## config.mk

```make
export PLATFORM = sky130hd
export DESIGN_NAME = interrupt_sequencer
export DESIGN_NICKNAME = d
export VERILOG_FILES = /design/src/rtl/interrupt_sequencer_pkg.sv /design/src/rtl/interrupt_sequencer_int_req_latch.sv /design/src/rtl/interrupt_sequencer.sv
export SDC_FILE = /design/constraint.sdc
export NUM_CORES = 1
export LEC_CHECK = 0
export ABC_AREA = 1
export BUFFER_PORTS_ARGS = -buffer_cell sky130_fd_sc_hd__buf_2
export CAP_MARGIN = 40
export CELL_PAD_IN_SITES_DETAIL_PLACEMENT = 0
export CELL_PAD_IN_SITES_GLOBAL_PLACEMENT = 1
export CORE_MARGIN = 2
export CORE_UTILIZATION = 31
export DETAILED_ROUTE_END_ITERATION = 12
export GPL_TIMING_DRIVEN = 1
export HOLD_SLACK_MARGIN = 0.05
export PLACE_DENSITY_LB_ADDON = 0.1
export SYNTH_ARGS = -nofsm -noshare
export SYNTH_HDL_FRONTEND = slang
export SYNTH_SLANG_ARGS = --single-unit
```

## constraint.sdc

```tcl
create_clock -name clk -period 1.65 [get_ports clk]
set_input_delay 0.165 -clock clk [delete_from_list [all_inputs] [get_ports clk]]
set_output_delay 0.165 -clock clk [all_outputs]
set_load 0.1 [all_outputs]
```

## src/rtl/interrupt_sequencer_pkg.sv

```systemverilog
// interrupt_sequencer_pkg: shared FSM encodings and injected opcodes (cpu_ctrl_defs)
package interrupt_sequencer_pkg;
  typedef enum logic [2:0] {S_IDLE, S_WAIT_IMM, S_BUBBLE, S_PUSH1, S_PUSH2, S_VECTOR} state_t;
  localparam logic [15:0] BUBBLE_INSTR = 16'h07F8;
  localparam logic [15:0] INT_PART1 = 16'hF480;
  localparam logic [15:0] INT_PART2 = 16'hF500;
  localparam logic [2:0] FUNC_IMM = 3'b100;
endpackage

```

## src/rtl/interrupt_sequencer_int_req_latch.sv

```systemverilog
// int_req_latch: rising-edge detect on int_req with a one-deep pending flag
module int_req_latch (
  input  logic clk,
  input  logic rst,
  input  logic i_req,
  input  logic i_set_en,
  input  logic i_clr,
  output logic o_pending
);
  logic r_req_d;
  logic r_pending;
  logic w_edge;
  assign w_edge = i_req & ~r_req_d;
  assign o_pending = r_pending;
  // a fresh edge beats a same-cycle clear so that request is never lost
  always_ff @(posedge clk or posedge rst)
    if (rst) begin
      r_req_d <= 1'b0;
      r_pending <= 1'b0;
    end else begin
      r_req_d <= i_req;
      r_pending <= (w_edge && i_set_en) ? 1'b1 : i_clr ? 1'b0 : r_pending;
    end
endmodule

```

## src/rtl/interrupt_sequencer.sv

```systemverilog
// interrupt_sequencer: interrupt entry sequencing for decode injection and fetch control; INT_PENDING_QUEUE_EN queues edges seen while busy
module interrupt_sequencer
  import interrupt_sequencer_pkg::*;
#(
  parameter int NUM_BUBBLES = 1
) (
  input  logic        clk,
  input  logic        rst,
  input  logic        int_req,
  input  logic        fetch_is_imm,
  input  logic        load_use_stall,
  input  logic        branch_taken,
  output logic        inject_valid,
  output logic [15:0] inject_instr,
  output logic        stall_fetch,
  output logic        int_to_fetch,
  output logic        int_busy
);
  localparam logic [1:0] CNT_INIT = 2'(NUM_BUBBLES - 1);
  state_t     r_state;
  state_t     w_state_nx;
  logic [1:0] r_cnt;
  logic [1:0] w_cnt_nx;
  logic       w_pending;
  logic       w_clr;
  logic       w_set_en;
  logic       w_inj;
`ifdef INT_PENDING_QUEUE_EN
  assign w_set_en = 1'b1;
`else
  assign w_set_en = (r_state == S_IDLE);
`endif
  int_req_latch u_latch (
    .clk      (clk),
    .rst      (rst),
    .i_req    (int_req),
    .i_set_en (w_set_en),
    .i_clr    (w_clr),
    .o_pending(w_pending)
  );
  // state and bubble counter registers
  always_ff @(posedge clk or posedge rst)
    if (rst) begin
      r_state <= S_IDLE;
      r_cnt <= 2'd0;
    end else begin
      r_state <= w_state_nx;
      r_cnt <= w_cnt_nx;
    end
  // next state: a taken branch flushes injected ops and restarts from the bubbles
  always_comb begin
    w_state_nx = r_state;
    w_cnt_nx = r_cnt;
    w_clr = 1'b0;
    case (r_state)
      S_IDLE:
        if (w_pending && !load_use_stall) begin
          w_clr = 1'b1;
          w_state_nx = fetch_is_imm ? S_WAIT_IMM : S_BUBBLE;
          w_cnt_nx = CNT_INIT;
        end
      S_WAIT_IMM: begin
        w_state_nx = S_BUBBLE;
        w_cnt_nx = CNT_INIT;
      end
      S_BUBBLE:
        if (branch_taken) w_cnt_nx = CNT_INIT;
        else if (!load_use_stall) begin
          w_state_nx = (r_cnt == 2'd0) ? S_PUSH1 : S_BUBBLE;
          w_cnt_nx = (r_cnt == 2'd0) ? r_cnt : r_cnt - 2'd1;
        end
      S_PUSH1, S_PUSH2:
        if (branch_taken) begin
          w_state_nx = S_BUBBLE;
          w_cnt_nx = CNT_INIT;
        end else if (!load_use_stall) w_state_nx = (r_state == S_PUSH1) ? S_PUSH2 : S_VECTOR;
      default: w_state_nx = S_IDLE;
    endcase
  end
  assign w_inj = (r_state == S_BUBBLE) || (r_state == S_PUSH1) || (r_state == S_PUSH2);
  assign inject_valid = w_inj;
  assign stall_fetch = w_inj;
  assign inject_instr = (r_state == S_BUBBLE) ? BUBBLE_INSTR :
                        (r_state == S_PUSH1)  ? INT_PART1 :
                        (r_state == S_PUSH2)  ? INT_PART2 : 16'h0000;
  assign int_to_fetch = (r_state == S_VECTOR);
  assign int_busy = (r_state != S_IDLE);
endmodule
```

==> qor.txt <==
Outcome: finished, final reports clean
Fill cells: 202
Final-report hold violation count: 0
Dpl hpwl: 1130 um
Launching point of the worst reg2reg path: r_cnt[0]
Total CTS buffers: 3
Number of detailed-route iterations in the first pass: 4
Maximum clock insertion buffer count: 2
Clk_skew: 5.72 ps
Top post-synthesis cells by area: dfrtp_1 27%, nand2_1 16%, buf_4 15%
Most frequent cell after synthesis: nand2_1
GRT Util Overall: 12.0%
Final TNS setup: 0 ps
F_max: 627 MHz
TritonCTS clock tree: yes
Die area: 2450 um2
DR WL/cell: 9.54 um
Post-synth top area share: 27.3%
Post-layout nets: 122
First-pass GRT wire length: 2240 um
Clock slew at reported path FFs: 60 ps
Maxcap violations: 0
Worst skew pair latency: 250 ps
Setup Viol. Count Final: 0
Post-route ant nets: 0
CP max stage cell: dfrtp_2
N_diodes: 0
HP Class: in -> reg
Synth Instances: 94
Yosys top cell by area: dfrtp_1
R2R cell count: 7
Worst setup EP type: output pin
Top cell types by occurrence after synthesis: 27 x nand2_1, 13 x buf_4, 11 x nand3_1
Core Area: 1960 um2
Yosys cell types: 20
Capturing point of the worst reg2reg path: r_cnt[0]
Unrepaired setup endpoints after global routing: true
DR DRC count: 0
Layout cells sized above 1: 40.4%
Port bufs: 21
CTS H-Tree Depth: 1
Area Overhead vs Synth: 56.8%
I/O Pins: 26
Avg Cell Area, Syn: 6.82 um2
Crit path kind: reg -> out
Gpl congestion: 0.742
Vias in the first global route: 502
CP max stage delay: 470 ps
Sink Count: 7
Sequential area share after synthesis: 27.3%
Via/cell ratio: 4.17
Register-to-Register Setup Slack: 310 ps
Pin count of the biggest net entering global routing: 12
Final min period: 1600 ps
CP Launch Type: register
Chip width: 49.5 um
Yosys warnings: 0
CP Cell Sequence: nor2_4, nand2_2, nand2_2, buf_12
Mapped Area: 641 um2
Detailed Route Iter0 Violations: 10
Total routed wirelength: 1350 um
Flops & latches, synth: 7
Buf/Inv on CP: 1
CP startpoint: r_state[0]
Post-synth top flop: dfrtp_1
Final period util: 96.7%
Number of flops mapped to enable cells by yosys: 0
Max-slew violations: 0
Worst EP arrival: 1430 ps
Initial antenna violation count: 0
Crit-path most repeated cell: nand2_2
Critical Path RT: 1480 ps
Worst Hold End: u_latch.o_pending
Die H: 49.5 um
Rows: 16
Vias: 588
Post-synth ARST share: 100%
Min-delay src: load_use_stall
GRT overflow: 0
Clk root buf: clkbuf_4
Cell family contributing the most delay on the critical path: simple AND/OR/NAND/NOR gates
Hold depth: 3
Largest fanout on the critical path: 7
Starting Density: 32.7%
==> cells by family after synthesis <==
kind of cell,synth area share (%)
simple gates,46.3
flops,27.3
buf+inv,21.7
other cells,0.585
compound gates,2.15
fa+ha+maj,1.95
==> how the worst max path moves through the flow <==
stage	endpoint	slack [ps]	cells after the start
finish	inject_valid	50	4
global route	inject_instr[5]	-20	5
CTS	inject_instr[15]	30	4
detailed placement	inject_instr[4]	280	5
global placement	r_state[0]	290	7
floorplan	inject_instr[5]	-100	3
==> cell usage in the layout, fill, tap and decap left out <==
cell type and n:
nor2_1 5, a21oi_2 1, buf_12 14, dfrtp_2 2
buf_2 7, nand4_1 2, clkinv_1 1, buf_4 3
ha_1 1, nand2_1 26, clkbuf_4 3, o21ai_1 1
dlygate4sd3_1 2, nor2_4 3, nor3_4 1, or2_1 1
nand3_1 11, nand3_2 2, dfrtp_1 5, inv_2 1
or2_2 1, nor2_2 2, conb_1 4, inv_4 1
nand2_8 1, nand2_2 4, inv_1 8, clkbuf_1 1
==> metal layers <==
layer | global-route usage, % | vias to the layer above | wire length, um
met1 | 16.4 | 253 | 650
met3 | 3.94 | 2 | 84
met5 | 0 | - | 0
li1 | - | 317 | -
met2 | 16.9 | 16 | 598
met4 | 5.56 | 0 | 11
==> flip-flops by register name (all words and copies together) (netlist names) <==
register	count
u_latch.r_req_d	1
u_latch.o_pending	1
r_cnt	2
r_state	3
==> per-stage QoR <==
stage	instances	area [um2]	setup WS [ps]	util, %	hold slack, ps
detailed placement	134	938	275	47.8	116
global placement	134	938	287	47.8	111
global route	141	1000	-22.6	51.2	242
floorplan	97	684	-96.9	-	-31.7
CTS	140	987	27.1	50.3	218
finish	141	1000	54.9	51.2	224
==> final cells by class <==
cell class / count / area, um2 / area share (%)
flip-flops and latches: 7 / 178 / 17.7
well taps: 27 / 33.8 / 3.36
repair buffers: 26 / 358 / 35.6
inverters: 11 / 43.8 / 4.36
multi-input cells: 66 / 365 / 36.4
clock buffers: 4 / 26.3 / 2.62
==> worst min-delay path: stages <==
cell,delay (ps)
buf_2,140
o21ai_1,80
nand2_1,50
==> timing repair <==
item / in CTS / in global routing
setup buffers: 0 / 1
pin swaps: 0 / 1
endpoints found under the setup margin: 4 / 9
cloned: 0 / 0
endpoints found under the hold margin: 8 / 0
hold buffers: 2 / 0
gates resized for setup: 1 / 2
Power is not shown: default switching activity piles up to over one toggle a cycle in this logic, so the estimate is an artifact.
